$ cat src/rtl/issue_pipe_pkg.sv
// Shared types for the issue stage: ID->IS and IS->EX packets and issue state.
// Also hosts the operand bypass and the packet translation helpers.
package issue_pipe_pkg;

    localparam int XLEN            = 32;
    localparam int PHYS_REG_IDX_SZ = 5;
    localparam int ROB_IDX_SZ      = 4;

    typedef enum logic [1:0] {
        RUN       = 2'd0,
        HALT_PEND = 2'd1,
        HALTED    = 2'd2
    } issue_state_e;

    typedef struct packed {
        logic [PHYS_REG_IDX_SZ:0] reg_num;
    } phys_reg_t;

    typedef struct packed {
        logic [31:0]           inst;
        logic [XLEN-1:0]       PC;
        logic [XLEN-1:0]       NPC;
        logic [1:0]            opa_select;
        logic [3:0]            opb_select;
        phys_reg_t             src1_reg;
        phys_reg_t             src2_reg;
        phys_reg_t             dest_reg;
        logic [4:0]            alu_func;
        logic                  rd_mem;
        logic                  wr_mem;
        logic                  cond_branch;
        logic                  uncond_branch;
        logic                  halt;
        logic                  illegal;
        logic                  csr_op;
        logic [2:0]            function_type;
        logic [ROB_IDX_SZ-1:0] rob_index;
        logic                  has_dest;
        logic [1:0]            issued_fu_index;
        logic [4:0]            arch_dest_reg_num;
    } ID_IS_PACKET;

    typedef struct packed {
        logic                     valid;
        logic [31:0]              inst;
        logic [XLEN-1:0]          PC;
        logic [XLEN-1:0]          NPC;
        logic [XLEN-1:0]          rs1_value;
        logic [XLEN-1:0]          rs2_value;
        logic [1:0]               opa_select;
        logic [3:0]               opb_select;
        logic [PHYS_REG_IDX_SZ:0] dest_reg_idx;
        logic [4:0]               alu_func;
        logic                     rd_mem;
        logic                     wr_mem;
        logic                     cond_branch;
        logic                     uncond_branch;
        logic                     halt;
        logic                     illegal;
        logic                     csr_op;
        logic [2:0]               function_type;
        logic [ROB_IDX_SZ-1:0]    rob_index;
        logic                     has_dest;
        logic [1:0]               issued_fu_index;
        logic [4:0]               arch_dest_reg_num;
    } IS_EX_PACKET;

    // Physical reg 0 is hardwired zero, so a broadcast to it never forwards.
    function automatic logic [XLEN-1:0] bypass(
        input logic                     cdb_valid,
        input logic [PHYS_REG_IDX_SZ:0] cdb_tag,
        input logic [XLEN-1:0]          cdb_data,
        input logic [PHYS_REG_IDX_SZ:0] reg_num,
        input logic [XLEN-1:0]          rf_data
    );
        logic hit;
        hit = cdb_valid && (cdb_tag == reg_num) && (reg_num != '0);
        return hit ? cdb_data : rf_data;
    endfunction

    function automatic IS_EX_PACKET is_ex_from_id(
        input ID_IS_PACKET     p,
        input logic [XLEN-1:0] op1,
        input logic [XLEN-1:0] op2
    );
        IS_EX_PACKET r;
        r                   = '0;
        r.valid             = 1'b1;
        r.inst              = p.inst;
        r.PC                = p.PC;
        r.NPC               = p.NPC;
        r.rs1_value         = op1;
        r.rs2_value         = op2;
        r.opa_select        = p.opa_select;
        r.opb_select        = p.opb_select;
        r.dest_reg_idx      = p.dest_reg.reg_num;
        r.alu_func          = p.alu_func;
        r.rd_mem            = p.rd_mem;
        r.wr_mem            = p.wr_mem;
        r.cond_branch       = p.cond_branch;
        r.uncond_branch     = p.uncond_branch;
        r.halt              = p.halt;
        r.illegal           = p.illegal;
        r.csr_op            = p.csr_op;
        r.function_type     = p.function_type;
        r.rob_index         = p.rob_index;
        r.has_dest          = p.has_dest;
        r.issued_fu_index   = p.issued_fu_index;
        r.arch_dest_reg_num = p.arch_dest_reg_num;
        return r;
    endfunction

endpackage

$ cat src/rtl/issue_lane.sv
// One issue lane: operand capture with CDB bypass, output register to EX
// and the lane's handoff counter.
module issue_lane
    import issue_pipe_pkg::*;
#(
    parameter int CNT_W = 32
) (
    input  logic                     clock,
    input  logic                     reset_n,
    input  logic                     capture,
    input  logic                     squash,
    input  logic                     ex_ready,
    input  ID_IS_PACKET              id_pkt,
    output logic [PHYS_REG_IDX_SZ:0] rs1_idx,
    output logic [PHYS_REG_IDX_SZ:0] rs2_idx,
    input  logic [XLEN-1:0]          rs1_data,
    input  logic [XLEN-1:0]          rs2_data,
    input  logic                     cdb_valid,
    input  logic [PHYS_REG_IDX_SZ:0] cdb_tag,
    input  logic [XLEN-1:0]          cdb_data,
    output logic                     is_valid,
    output IS_EX_PACKET              is_packet,
    output logic [CNT_W-1:0]         issue_count
);

    logic              valid_q, valid_d;
    IS_EX_PACKET       pkt_q, pkt_d;
    logic [CNT_W-1:0]  cnt_q, cnt_d;
    logic              handoff;
    logic [XLEN-1:0]   op1, op2;

    always_comb begin
        rs1_idx = id_pkt.src1_reg.reg_num;
        rs2_idx = id_pkt.src2_reg.reg_num;
        op1     = bypass(cdb_valid, cdb_tag, cdb_data, rs1_idx, rs1_data);
        op2     = bypass(cdb_valid, cdb_tag, cdb_data, rs2_idx, rs2_data);
        handoff = valid_q && ex_ready;

        valid_d = valid_q;
        pkt_d   = pkt_q;
        cnt_d   = cnt_q;

        if (handoff && !squash) begin
            cnt_d = cnt_q + CNT_W'(1);
        end

        // Squash beats capture; a held packet stays put until EX takes it.
        if (squash) begin
            valid_d = 1'b0;
        end else if (capture) begin
            valid_d = 1'b1;
            pkt_d   = is_ex_from_id(id_pkt, op1, op2);
        end else if (handoff) begin
            valid_d = 1'b0;
        end
    end

    always_ff @(posedge clock or negedge reset_n) begin
        if (!reset_n) begin
            valid_q <= 1'b0;
            pkt_q   <= '0;
            cnt_q   <= '0;
        end else begin
            valid_q <= valid_d;
            pkt_q   <= pkt_d;
            cnt_q   <= cnt_d;
        end
    end

    always_comb begin
        is_packet       = pkt_q;
        is_packet.valid = valid_q;
    end

    assign is_valid    = valid_q;
    assign issue_count = cnt_q;

endmodule

$ cat src/rtl/issue_pipe.sv
// Issue stage top: per-lane ready/capture steering and the halt/squash FSM
// around ISSUE_WIDTH issue_lane instances.
module issue_pipe
    import issue_pipe_pkg::*;
#(
    parameter int ISSUE_WIDTH = 2,
    parameter int CNT_W       = 32
) (
    input  logic                                       clock,
    input  logic                                       reset_n,
    input  logic [ISSUE_WIDTH-1:0]                     id_valid,
    input  ID_IS_PACKET [ISSUE_WIDTH-1:0]              id_pkt,
    output logic [ISSUE_WIDTH-1:0]                     id_ready,
    output logic [ISSUE_WIDTH-1:0][PHYS_REG_IDX_SZ:0]  rs1_preg_idx,
    output logic [ISSUE_WIDTH-1:0][PHYS_REG_IDX_SZ:0]  rs2_preg_idx,
    input  logic [ISSUE_WIDTH-1:0][XLEN-1:0]           rs1_preg_data,
    input  logic [ISSUE_WIDTH-1:0][XLEN-1:0]           rs2_preg_data,
    input  logic                                       cdb_valid,
    input  logic [PHYS_REG_IDX_SZ:0]                   cdb_tag,
    input  logic [XLEN-1:0]                            cdb_data,
    input  logic                                       squash,
    input  logic [ISSUE_WIDTH-1:0]                     ex_ready,
    output logic [ISSUE_WIDTH-1:0]                     is_valid,
    output IS_EX_PACKET [ISSUE_WIDTH-1:0]              is_packet,
    output logic                                       halted,
    output logic [ISSUE_WIDTH-1:0][CNT_W-1:0]          issue_count
);

    issue_state_e            state_q;
    logic                    halted_q;
    logic                    run;
    logic                    lane_squash;
    logic                    blocked;
    logic                    halt_cap;
    logic                    halt_out;
    logic [ISSUE_WIDTH-1:0]  capture;

    // Lanes above the first halting lane are dropped so nothing younger
    // than the halt reaches EX.
    always_comb begin
        run         = (state_q == RUN);
        lane_squash = squash && (state_q != HALTED);
        blocked     = 1'b0;
        halt_cap    = 1'b0;
        halt_out    = 1'b0;
        id_ready    = '0;
        capture     = '0;
        for (int i = 0; i < ISSUE_WIDTH; i++) begin
            id_ready[i] = run && !squash && (!is_valid[i] || ex_ready[i]);
            capture[i]  = id_valid[i] && id_ready[i] && !blocked;
            if (capture[i] && id_pkt[i].halt) begin
                blocked  = 1'b1;
                halt_cap = 1'b1;
            end
            halt_out = halt_out ||
                       (is_valid[i] && ex_ready[i] && is_packet[i].halt);
        end
    end

    always_ff @(posedge clock or negedge reset_n) begin
        if (!reset_n) begin
            state_q  <= RUN;
            halted_q <= 1'b0;
        end else begin
            unique case (state_q)
                RUN: begin
                    if (!squash && halt_cap) begin
                        state_q <= HALT_PEND;
                    end
                end
                HALT_PEND: begin
                    if (squash) begin
                        state_q <= RUN;
                    end else if (halt_out) begin
                        state_q  <= HALTED;
                        halted_q <= 1'b1;
                    end
                end
                HALTED: begin
                    state_q <= HALTED;
                end
                default: begin
                    state_q  <= RUN;
                    halted_q <= 1'b0;
                end
            endcase
        end
    end

    assign halted = halted_q;

    for (genvar g = 0; g < ISSUE_WIDTH; g++) begin : g_lane
        issue_lane #(
            .CNT_W (CNT_W)
        ) u_lane (
            .clock       (clock),
            .reset_n     (reset_n),
            .capture     (capture[g]),
            .squash      (lane_squash),
            .ex_ready    (ex_ready[g]),
            .id_pkt      (id_pkt[g]),
            .rs1_idx     (rs1_preg_idx[g]),
            .rs2_idx     (rs2_preg_idx[g]),
            .rs1_data    (rs1_preg_data[g]),
            .rs2_data    (rs2_preg_data[g]),
            .cdb_valid   (cdb_valid),
            .cdb_tag     (cdb_tag),
            .cdb_data    (cdb_data),
            .is_valid    (is_valid[g]),
            .is_packet   (is_packet[g]),
            .issue_count (issue_count[g])
        );
    end

endmodule

$ cat config.mk
export PLATFORM = sky130hd
export DESIGN_NAME = issue_pipe
export DESIGN_NICKNAME = d
export VERILOG_FILES = /design/src/rtl/issue_pipe_pkg.sv /design/src/rtl/issue_lane.sv /design/src/rtl/issue_pipe.sv
export SDC_FILE = /design/constraint.sdc
export NUM_CORES = 1
export LEC_CHECK = 0
export BUFFER_PORTS_ARGS = -buffer_cell sky130_fd_sc_hd__clkbuf_2
export CAP_MARGIN = 10
export CORE_AREA = 2 2 371 373
export CTS_BUF_LIST = sky130_fd_sc_hd__clkbuf_2
export DETAILED_ROUTE_END_ITERATION = 10
export DIE_AREA = 0 0 373 375
export SLEW_MARGIN = 25
export SYNTH_ARGS = -nofsm -noshare
export SYNTH_HDL_FRONTEND = slang
export SYNTH_SLANG_ARGS = --single-unit
$ cat constraint.sdc
create_clock -name clock -period 1.74 [get_ports clock]
set_input_delay 0.174 -clock clock [delete_from_list [all_inputs] [get_ports clock]]
set_output_delay 0.174 -clock clock [all_outputs]
set_load 0.01 [all_outputs]
==> results.md, run 1 <==
- Die Width: 373 um
- Clock Path Buffers: 3
- Outcome: aborted with a tool error
- Mapped Area: 0.0200 mm^2
- Height of the die: 375 um
- H-tree depth: 4
- IO Pins: 961
- Port Buf Inserts: 960
- Initial cell density of the core: 0.147
- Synth Area per Inst: 14.2 um^2
- Worst slack, placed: -436 ps
- Leading post-synthesis cells by cell area: dfrtp_1 (58%), mux2_2 (16%), mux2_4 (6.8%)
- Synth area leader: dfrtp_1
- Yosys reg bits: 467
- Cells after synthesis: 1410
- # hold bufs at CTS: 926
- Stop stage: clock tree synthesis
- CTS sink cnt: 467
- Sequential fraction of the synthesis area: 0.585
- Cell row count: 136
- Top cell type's share of synthesized area: 0.585
- Root Driver: clkbuf_2
- CTS Buf Count: 137
- Post-detail-place hpwl: 68400 um
- Post-synthesis cell type count: 39
- Post-CTS resize count: 218
- Net Count, Synth: 1880
- Synth warnings: 0
- Setup Buffers After CTS: 163
- Tool Error: [ERROR RSZ-0060] Max buffer count reached.
- Routability cong.: 0.839
==> Yosys cell counts (all sizes together) <==
| master | instances |
|---|---|
| a211oi | 2 |
| a21boi | 1 |
| a21oi | 76 |
| a31oi | 1 |
| and2 | 4 |
| and3 | 12 |
| and4 | 5 |
| buf | 79 |
| clkbuf | 16 |
| dfrtp | 467 |
| ha | 2 |
| inv | 9 |
| mux2 | 399 |
| mux2i | 64 |
| nand2 | 35 |
| nand2b | 3 |
| nand3 | 20 |
| nand3b | 1 |
| nand4 | 14 |
| nor2 | 86 |
| nor2b | 3 |
| nor3 | 7 |
| nor4 | 8 |
| o2111ai | 5 |
| o211a | 1 |
| o211ai | 2 |
| o21ai | 4 |
| o2bb2ai | 1 |
| or3 | 1 |
| xnor2 | 43 |
| xor2 | 39 |
==> kinds of logic after synthesis <==
kind of cell / after synthesis / synth area share
flip-flops: 467 / 0.585
AND/OR/NAND/NOR: 199 / 0.0479
XOR/XNOR: 82 / 0.0359
adder cells (fa/ha/maj): 2 / 0.00125
buffers and inverters: 104 / 0.0304
AO/OA/AOI/OAI: 93 / 0.0260
multiplexers: 463 / 0.274
==> stage by stage <==
step,hold slack [ps],std cells,cell area (um^2),setup TNS (ps),utilization
after global placement,122,4218,28200,-143540,0.207
after floorplan,-122,1410,20300,-33410,-
after detailed placement,119,4218,28200,-140510,0.207
==> run 2, diff against run 1 <==
--- a/config.mk
+++ b/config.mk
@@ -7,10 +7,10 @@
 export LEC_CHECK = 0
 export BUFFER_PORTS_ARGS = -buffer_cell sky130_fd_sc_hd__clkbuf_2
 export CAP_MARGIN = 10
-export CORE_AREA = 2 2 371 373
-export CTS_BUF_LIST = sky130_fd_sc_hd__clkbuf_2
+export CORE_AREA = 2 2 373 375
 export DETAILED_ROUTE_END_ITERATION = 10
-export DIE_AREA = 0 0 373 375
+export DIE_AREA = 0 0 375 377
+export PLACE_DENSITY_LB_ADDON = 0.15
 export SLEW_MARGIN = 25
 export SYNTH_ARGS = -nofsm -noshare
 export SYNTH_HDL_FRONTEND = slang
==> constraint.sdc (replaced) <==
create_clock -name clock -period 2.3 [get_ports clock]
set_input_delay 0.23 -clock clock [delete_from_list [all_inputs] [get_ports clock]]
set_output_delay 0.23 -clock clock [all_outputs]
set_load 0.01 [all_outputs]
==> results.md, run 2 <==
- Die area: 0.141 mm^2
- Hold Path Class: input pin to flop
- Initial cell density of the core: 0.146 (-0.000729)
- Routed len/inst: 18.7 um
- Clock Latency Late Sink: 640 ps
- Max incr delay on CP: 390 ps
- Cell Count Post-Placement: 4143 (-1.8%)
- Commonest non-fill, non-tap cell in the layout: clkbuf_2
- Synth area leader: dfrtp_1
- FF-to-FF Start: state_q[0]
- TritonCTS clock tree: yes
- Synth async-reset ratio: 1.00 (unchanged)
- H-tree depth: 3 (-1)
- Post-synthesis cell type count: 39 (unchanged)
- Post-detail-place hpwl: 69400 um (+1.5%)
- Final cell count without fillers: 4747
- Worst setup SP type: flop
- Crit-path max FO: 15
- Most frequent cells in the layout: clkbuf_2 (959), dlygate4sd3_1 (484), dfrtp_1 (467)
- Min-delay src: rs2_preg_data[18]
- CP max-delay cell: dfrtp_1
- Count leader, synth: dfrtp_1
- Maximum vdd drop: 0.000668 V
- Relative slew slack: 0.546
- P&R area growth vs syn: 72.0%
- Lkg Pwr: 16.6 nW
- Unrepaired setup endpoints after global routing: no
- Critical Path AT: 2580 ps
- Final period util: 0.906
- CP dominant cell by count: buf_4
- Synth Area per Inst: 14.2 um^2 (unchanged)
- Min Clock Period, post-route: 2080 ps
- Power Total: 37.6 mW
- CTS Buf Count: 66 (-52%)
- Final core occ: 0.251
- Vias in the first global route: 19.1k
- Setup Buffers After CTS: 0 (-100%)
- Final wirelength: 88800 um
- Largest net degree at the start of global routing: 61
- Post-DRT Antenna Nets: 0
- Root Driver: clkbuf_16
- Drt initial violations: 560
- Hold Worst Slack: 19.7 ps
- Cells after synthesis: 1410 (unchanged)
- Mapped Area: 0.0200 mm^2 (unchanged)
- CP startpoint: state_q[0]
- Die Width: 375 um (+0.54%)
- CP required: 2800 ps
- Crit path cell chain: buf_4 > nor4_4 > buf_4 > a21oi_4 > buf_12 > buf_4 > mux2_1
- Yosys reg bits: 467 (unchanged)
- CTS sink cnt: 467 (unchanged)
- Crit. End Element: flop
- Post-route DRC: 0
- Synth warnings: 0 (unchanged)
- Clock Skews: 22.9 ps
- Power Density: 1090 mW/mm^2
- Final global-route overflow total: 0
- IO Pins: 961 (unchanged)
- Max Slew Vio Count: 0
- F_max: 480 MHz
- Fin Setup TNS: 0 ps
- Height of the die: 377 um (+0.53%)
- Net Count, Synth: 1880 (unchanged)
- Finish-stage setup viols: 0
- Sequential fraction of the synthesis area: 0.585 (unchanged)
- Clock Path Buffers: 3 (unchanged)
- Top cell type's share of synthesized area: 0.585 (unchanged)
- Measured slew at the worst slew-check pin: 675 ps
- Synth cell count leaders: dfrtp_1 (467), mux2_2 (289), mux2_4 (90)
- CTS clock-pin slew for the worst setup and hold paths: 50 ps
- Outcome: completed
- Final Hold Viols: 0
- Port Buf Inserts: 960 (unchanged)
- Vias per cell: 3.61
- Routability cong.: 0.854 (+1.7%)
- WS Path Type: flop to flop
- Cell row count: 136 (unchanged)
- Drt pass-1 iters: 4
- Initial antenna violation count: 14
- Total track usage: 0.122
- Most common flop cell mapped by yosys: dfrtp_1
- Layout cell share with drive strength beyond 1: 0.518
- Leading post-synthesis cells by cell area: dfrtp_1 (58%), mux2_2 (16%), mux2_4 (6.8%)
- # Max-Cap Violations: 0
- Flip-flop count of the largest register after layout: 398
- Post-synth EDFFs: 0 (unchanged)
- Routed vias: 17.1k
- First-pass GRT wire length: 128000 um
- Final net count: 3371
- Core area: 0.137 mm^2
## run 2: worst max-delay path: cells and delay by family (launching register included)
kind	cells	cell delay, ps
AOI/OAI and AO/OA	1	80
DFF	1	390
muxes	1	330
buffers and inverters	4	750
and+or+nand+nor	1	350
## run 2: path summary, 6_finish.rpt
| path | to | slack [ps] | cells after the start |
|---|---|---|---|
| max | g_lane[1].u_lane.is_packet[192] | 220 | 7 |
| min | g_lane[0].u_lane.is_packet[57] | 20 | 3 |
| max reg2reg | g_lane[1].u_lane.is_packet[192] | 220 | 7 |
| min reg2reg | g_lane[1].u_lane.is_packet[161] | 490 | 1 |
| max in group asynchronous | g_lane[0].u_lane.is_packet[162] | 1270 | 4 |
| min in group asynchronous | g_lane[0].u_lane.is_packet[73] | 180 | 2 |
## run 2: layer usage
metal	global-route usage	part of all wire
met1	0.138	0.39
met2	0.218	0.52
met3	0.0332	0.064
met4	0.0482	0.031
met5	0	0.00015
## run 2: what timing repair did
| action | in CTS | in global routing |
|---|---|---|
| gates resized for setup | 0 | 2 |
| endpoints found under the hold margin | 459 | 0 |
| hold buffers | 484 | 0 |
| setup endpoints to repair | 0 | 11 |
## run 2: cell families after synthesis
| logic type | synth area share |
|---|---|
| and+or+nand+nor | 0.0479 |
| xor gates and xnor gates | 0.0359 |
| muxes | 0.274 |
| AOI/OAI and AO/OA | 0.0260 |
| DFF | 0.585 |
| adders and majority gates | 0.00125 |
| buffers and inverters | 0.0304 |
## run 2: layout make-up
class | instances | area, um^2
clock buffer | 94 | 1900
multi-input combinational | 839 | 7780
clock inverter | 22 | 225
antenna | 4 | 10.0
sequential | 467 | 11700
fill | 14600 | 103000
inverter | 9 | 33.8
timing repair buffer | 1518 | 10500
tap | 1794 | 2240
## run 2: report_power, final
| part | total (mW) | leakage [nW] | switching, mW | internal [mW] |
|---|---|---|---|---|
| Sequential | 14.1 | 5.58 | 2.21 | 11.9 |
| Combinational | 13.5 | 9.95 | 6.88 | 6.58 |
| Clock | 10.1 | 1.05 | 4.16 | 5.90 |
## run 2: per-stage QoR
stage	worst slack [ps]	cell area [um^2]
floorplan	264	20000
global placement	40.2	27400
detailed placement	27.4	27400
CTS	82.3	34300
global route	42.2	34400
finish	217	34400
No activity file was read; power rests on OpenSTA's default activity.
==> run 3, diff against run 2 <==
--- a/config.mk
+++ b/config.mk
@@ -5,12 +5,13 @@
 export SDC_FILE = /design/constraint.sdc
 export NUM_CORES = 1
 export LEC_CHECK = 0
+export ABC_AREA = 1
 export BUFFER_PORTS_ARGS = -buffer_cell sky130_fd_sc_hd__clkbuf_2
 export CAP_MARGIN = 10
-export CORE_AREA = 2 2 373 375
+export CORE_AREA = 2 2 379 381
 export DETAILED_ROUTE_END_ITERATION = 10
-export DIE_AREA = 0 0 375 377
-export PLACE_DENSITY_LB_ADDON = 0.15
+export DIE_AREA = 0 0 381 383
+export PLACE_DENSITY_LB_ADDON = 0.12
 export SLEW_MARGIN = 25
 export SYNTH_ARGS = -nofsm -noshare
 export SYNTH_HDL_FRONTEND = slang
==> results.md, run 3 <==
- Outcome: completed
- CP required: 2850 ps (+50 ps)
- Synth cell count leaders: nand2_1 (1484), dfrtp_1 (467), inv_1 (225)
- Layout cell share with drive strength beyond 1: 0.275 (-0.244)
- Crit. End Element: flop
- TritonCTS clock tree: yes
- WS Path Type: flop to flop
- Final period util: 0.933 (+0.0271)
- CTS Buf Count: 67 (+1.5%)
- CTS clock-pin slew for the worst setup and hold paths: 60 ps (about the same)
- Core area: 0.142 mm^2 (+3.9%)
- Crit-path max FO: 48 (+33)
- Most frequent cells in the layout: nand2_1 (1482), clkbuf_2 (959), dfrtp_1 (467)
- Flip-flop count of the largest register after layout: 398 (unchanged)
- Crit path cell chain: nor2_2 > nand2_2 > a21oi_4 > nand2_4 > buf_16 > nand2_1 > nand2_1 > dlygate4sd3_1
- Hold Path Class: input pin to flop
- CTS sink cnt: 467 (unchanged)
- Min Clock Period, post-route: 2150 ps (+62.4 ps)
- Cell row count: 139 (+2.2%)
- Root Driver: clkbuf_16
- Leading post-synthesis cells by cell area: dfrtp_1 (53%), nand2_1 (25%), nand3_1 (4.4%)
- Synth warnings: 0 (unchanged)
- Max Slew Vio Count: 0 (unchanged)
- Post-synthesis cell type count: 30 (-23%)
- Die Width: 381 um (+1.6%)
- Routed vias: 23.8k (+39%)
- Max incr delay on CP: 550 ps (+160 ps)
- CP dominant cell by count: nand2_1
- Count leader, synth: nand2_1
- Post-DRT Antenna Nets: 0 (unchanged)
- F_max: 466 MHz (-2.9%)
- Clock Skews: 26.2 ps (+3.29 ps)
- Final Hold Viols: 0 (unchanged)
- Synth Area per Inst: 7.62 um^2 (-46%)
- Routability cong.: 0.824 (-3.5%)
- Final wirelength: 118000 um (+33%)
- Vias per cell: 3.83 (+6.3%)
- Critical Path AT: 2690 ps (+110 ps)
- Measured slew at the worst slew-check pin: 716 ps (+41.3 ps)
- Drt pass-1 iters: 5 (+1)
- P&R area growth vs syn: 63.6%
- Lkg Pwr: 20.2 nW (+22%)
- Post-synth EDFFs: 0 (unchanged)
- Sequential fraction of the synthesis area: 0.534 (-0.0508)
- CP max-delay cell: dlygate4sd3_1
- Routed len/inst: 19.0 um (+1.5%)
- Total track usage: 0.156 (+0.0342)
- Post-route DRC: 0 (unchanged)
- Initial antenna violation count: 5 (-9)
- CP delay by family, top: buffers and inverters
- Unrepaired setup endpoints after global routing: no
- Drt initial violations: 1287 (+130%)
- Relative slew slack: 0.523 (-0.0234)
- IO Pins: 961 (unchanged)
- Cell Count Post-Placement: 5654 (+36%)
- Clock Path Buffers: 3 (unchanged)
- Initial cell density of the core: 0.154 (+0.00796)
- Synth area leader: dfrtp_1
- Final cell count without fillers: 6200 (+31%)
- Power Density: 585 mW/mm^2 (-47%)
- Maximum vdd drop: 0.000488 V (-27%)
- Die area: 0.146 mm^2 (+3.2%)
- Mapped Area: 0.0219 mm^2 (+9.5%)
- Synth async-reset ratio: 1.00 (unchanged)
- Largest net degree at the start of global routing: 111 (+82%)
- Port Buf Inserts: 960 (unchanged)
- Clock Latency Late Sink: 660 ps (+20 ps)
- First-pass GRT wire length: 170000 um (+33%)
- # Max-Cap Violations: 0 (unchanged)
- Final global-route overflow total: 0 (unchanged)
- Worst reg2reg setup slack: 150 ps (-60 ps)
- Vias in the first global route: 24.9k (+30%)
- Post-detail-place hpwl: 89100 um (+28%)
- Yosys reg bits: 467 (unchanged)
- Fin Setup TNS: 0 ps (unchanged)
- Height of the die: 383 um (+1.6%)
- Top cell type's share of synthesized area: 0.534 (-0.0508)
- Net Count, Synth: 3341 (+78%)
- CP bufs+invs: 2 (-2)
- Cells after synthesis: 2871 (+100%)
- Worst setup SP type: flop
- Final net count: 4717 (+40%)
- Finish-stage setup viols: 0 (unchanged)
- Commonest non-fill, non-tap cell in the layout: nand2_1
- H-tree depth: 3 (unchanged)
- Most common flop cell mapped by yosys: dfrtp_1
[run 3: cell count changes after synthesis, moves of 90 or more]
cell	delta
nand2_1	+1449
mux2_2	-289
inv_1	+217
nand3_1	+171
nand4_1	+95
mux2_4	-90
[run 3: power by group]
| group | leakage, nW | total (mW) | switching, mW | internal [mW] |
|---|---|---|---|---|
| clock network | 1.10 | 10.7 | 4.33 | 6.41 |
| registers | 6.48 | 8.24 | 0.0101 | 8.23 |
| logic | 12.6 | 1.96 | 1.02 | 0.947 |
| total | 20.2 | 20.9 | 5.36 | 15.6 |
[run 3: cell families after synthesis]
family	share of synthesized area
buffers and inverters	0.0808
AND/OR/NAND/NOR	0.361
adder cells (fa/ha/maj)	0.00114
XOR/XNOR	0.0160
AO/OA/AOI/OAI	0.00697
flip-flops	0.534
[run 3: final timing paths]
check | start | end | depth (start not counted)
setup / recovery | state_q[0] | g_lane[0].u_lane.is_packet[90] | 8
hold / removal | cdb_data[8] | g_lane[1].u_lane.is_packet[47] | 5
setup reg to reg | state_q[0] | g_lane[0].u_lane.is_packet[90] | 8
hold reg to reg | g_lane[1].u_lane.is_packet[181] | g_lane[1].u_lane.is_packet[181] | 2
max in group asynchronous | reset_n | g_lane[1].u_lane.is_packet[172] | 4
min in group asynchronous | reset_n | g_lane[0].u_lane.issue_count[9] | 2
[run 3: area by class of cell]
class | count | area (um^2)
Tap cell | 1903 | 2380
Timing Repair Buffer | 1471 | 10100
Multi-Input combinational cell | 2011 | 8550
Antenna cell | 2 | 5.00
Fill cell | 16000 | 106000
Clock inverter | 22 | 329
Sequential cell | 467 | 11700
Inverter | 229 | 877
Clock buffer | 95 | 1910
[run 3: repair_timing]
item / in CTS / in global routing
gates resized for setup: 0 / 5
hold endpoints to repair: 618 / 0
setup endpoints to repair: 0 / 33
setup buffers: 0 / 2
hold buffers: 424 / 0
[run 3: routing by layer]
metal	global-route usage	wire, um	vias up
li1	-	-	11600
met1	0.199	50900	11300
met2	0.254	55000	768
met3	0.0422	7890	162
met4	0.0544	3890	4
met5	0	23	-
[run 3: stage by stage]
stage / worst slack, ps / cell area (um^2) / hold slack [ps] / utilization / total power [mW]
finish: 155 / 35800 / 68.9 / 0.252 / 20.9
global placement: 215 / 29300 / 189 / 0.206 / 9.77
global route: 9.29 / 35800 / 54.2 / 0.252 / 21.9
detailed placement: 144 / 29300 / 189 / 0.206 / 9.76
CTS: 21.7 / 35700 / 1.85 / 0.251 / 21.4
floorplan: 680 / 21900 / -65.6 / - / 8.75
[run 3: worst min-delay path, cell delays in order]
cell and delay [ps]:
clkbuf_2 80, inv_1 110, nand3_1 120, nand3_1 70, nand2_1 50
==> run 4, diff against run 3 <==
==> constraint.sdc (replaced) <==
create_clock -name clock -period 2 [get_ports clock]
set_input_delay 0.2 -clock clock [delete_from_list [all_inputs] [get_ports clock]]
set_output_delay 0.2 -clock clock [all_outputs]
set_load 0.01 [all_outputs]
==> results.md, run 4 (same netlist as run 3, synthesis figures left out) <==
- Outcome: completed
- Routed len/inst: 19.0 um (+0.20%)
- Port Buf Inserts: 960 (unchanged)
- Crit. End Element: flop
- Final wirelength: 119000 um (+1.0%)
- CP required: 2520 ps (-330 ps)
- PnR worst setup slack: 105 ps (-49.6 ps)
- Post-DRT Antenna Nets: 0 (unchanged)
- CTS Buf Count: 67 (unchanged)
- Vias per cell: 3.83 (about the same)
- Maximum vdd drop: 0.000493 V (+0.97%)
- Min Clock Period, post-route: 1900 ps (-250 ps)
- Cell row count: 139 (unchanged)
- F_max: 528 MHz (+13%)
- IO Pins: 961 (unchanged)
- Relative slew slack: 0.596 (+0.0736)
- Critical Path AT: 2410 ps (-280 ps)
- Final period util: 0.948 (+0.0147)
- Height of the die: 383 um (unchanged)
- Clock Latency Late Sink: 640 ps (-20 ps)
- Routability cong.: 0.828 (+0.49%)
- Total track usage: 0.159 (+0.00245)
- Die Width: 381 um (unchanged)
- Worst setup SP type: flop
- Hold Worst Slack: 78.6 ps (+9.73 ps)
- First-pass GRT wire length: 171000 um (+1.0%)
- Root Driver: clkbuf_16
- Core area: 0.142 mm^2 (unchanged)
- Final global-route overflow total: 0 (unchanged)
- Clock Path Buffers: 3 (unchanged)
- CTS clock-pin slew for the worst setup and hold paths: 60 ps (about the same)
- WS Path Type: flop to flop
- Max Slew Vio Count: 0 (unchanged)
- Measured slew at the worst slew-check pin: 603 ps (-112 ps)
- P&R area growth vs syn: 65.6%
- Crit-path max FO: 56 (+17%)
- Final Hold Viols: 0 (unchanged)
- CTS sink cnt: 467 (unchanged)
- Drt initial violations: 1214 (-5.7%)
- Die area: 0.146 mm^2 (unchanged)
- Flip-flop count of the largest register after layout: 398 (unchanged)
- Drt pass-1 iters: 5 (unchanged)
- Commonest non-fill, non-tap cell in the layout: nand2_1
- H-tree depth: 3 (unchanged)
- Hold Path Class: input pin to flop
- Worst slack, placed: 97.6 ps (-46.3 ps)
- Vias in the first global route: 24.8k (-0.37%)
- Power Density: 666 mW/mm^2 (+14%)
- Most frequent cells in the layout: nand2_1 (1482), clkbuf_2 (958), dfrtp_1 (467)
- Post-route DRC: 0 (unchanged)
- Final net count: 4764 (+1.0%)
- Clock Skews: 20.9 ps (-5.26 ps)
- Post-detail-place hpwl: 90700 um (+1.9%)
- # Max-Cap Violations: 0 (unchanged)
- Routed vias: 24.0k (+0.79%)
- Lkg Pwr: 20.4 nW (+1.4%)
- Worst reg2reg setup slack: 100 ps (-50 ps)
- Initial antenna violation count: 7 (+2)
- Largest net degree at the start of global routing: 84 (-24%)
- Layout cell share with drive strength beyond 1: 0.284 (+0.00910)
- Finish-stage setup viols: 0 (unchanged)
- Initial cell density of the core: 0.154 (unchanged)
- TritonCTS clock tree: yes
## run 4: changes by cell type in the layout (fill, tap and decap cells not counted), moves of 2 or more
cell / delta
buf_4: +41
buf_12: +9
clkbuf_8: +5
inv_6: +4
clkbuf_16: -2
clkinv_16: -2
diode_2: +3
dlygate4sd3_1: -2
## run 4: final timing paths
path / endpoint / depth (start not counted) / startpoint
worst max register to register: g_lane[0].u_lane.is_packet[32] / 9 / state_q[0]
worst min register to register: g_lane[0].u_lane.is_packet[145] / 2 / g_lane[0].u_lane.is_packet[145]
min in group asynchronous: state_q[1] / 3 / reset_n
max in group asynchronous: g_lane[1].u_lane.issue_count[24] / 3 / reset_n
worst min-delay path: g_lane[1].u_lane.is_packet[40] / 5 / rs2_preg_data[33]
worst max-delay path: g_lane[0].u_lane.is_packet[32] / 9 / state_q[0]
## run 4: critical path: stages (launching register included)
cell,delay [ps]
dfrtp_1,390
nor2_2,140
nand2_2,90
a21oi_2,140
buf_4,150
nand2_4,80
buf_12,180
buf_12,260
nand2_1,100
nand2_1,60
## run 4: per-stage QoR
step                std cells   util  TNS [ps]  total power, mW  instance area (um^2)
finish                   6252  0.255         0             24.1                 36200
global route             6250  0.255     -3.28             25.2                 36200
CTS                      6246  0.255         0             24.7                 36200
detailed placement       5702  0.209         0             11.2                 29700
global placement         5702  0.209         0             11.3                 29700
floorplan                2871      -         0             10.1                 21900
## run 4: cell type report
class,instances,area (um^2)
Tap cell,1903,2380
Clock inverter,21,278
Clock buffer,98,1950
Sequential cell,467,11700
Antenna cell,5,12.5
Inverter,229,870
Multi-Input combinational cell,2011,8540
Timing Repair Buffer,1518,10500
Fill cell,16000,106000
## run 4: layer usage
| layer | up-vias | share of wire | global-route usage |
|---|---|---|---|
| li1 | 11700 | - | - |
| met1 | 11400 | 0.44 | 0.201 |
| met2 | 728 | 0.48 | 0.267 |
| met3 | 114 | 0.064 | 0.0439 |
| met4 | 2 | 0.020 | 0.0375 |
| met5 | - | 0.00011 | 0 |
## run 4: what timing repair did
item                                    in CTS  in global routing
endpoints found under the setup margin       1                 35
hold endpoints to repair                   871                  0
gates resized for setup                      1                  5
hold buffers                               422                  0
buffers inserted                             3                  1
pin swaps                                    1                  1
## run 4: where the power goes
group	leakage, nW	total (mW)	internal [mW]	switching [mW]
Clock	1.10	12.4	7.44	4.95
Sequential	6.48	9.47	9.46	0.0134
Combinational	12.8	2.29	1.10	1.18
Total	20.4	24.1	18.0	6.14
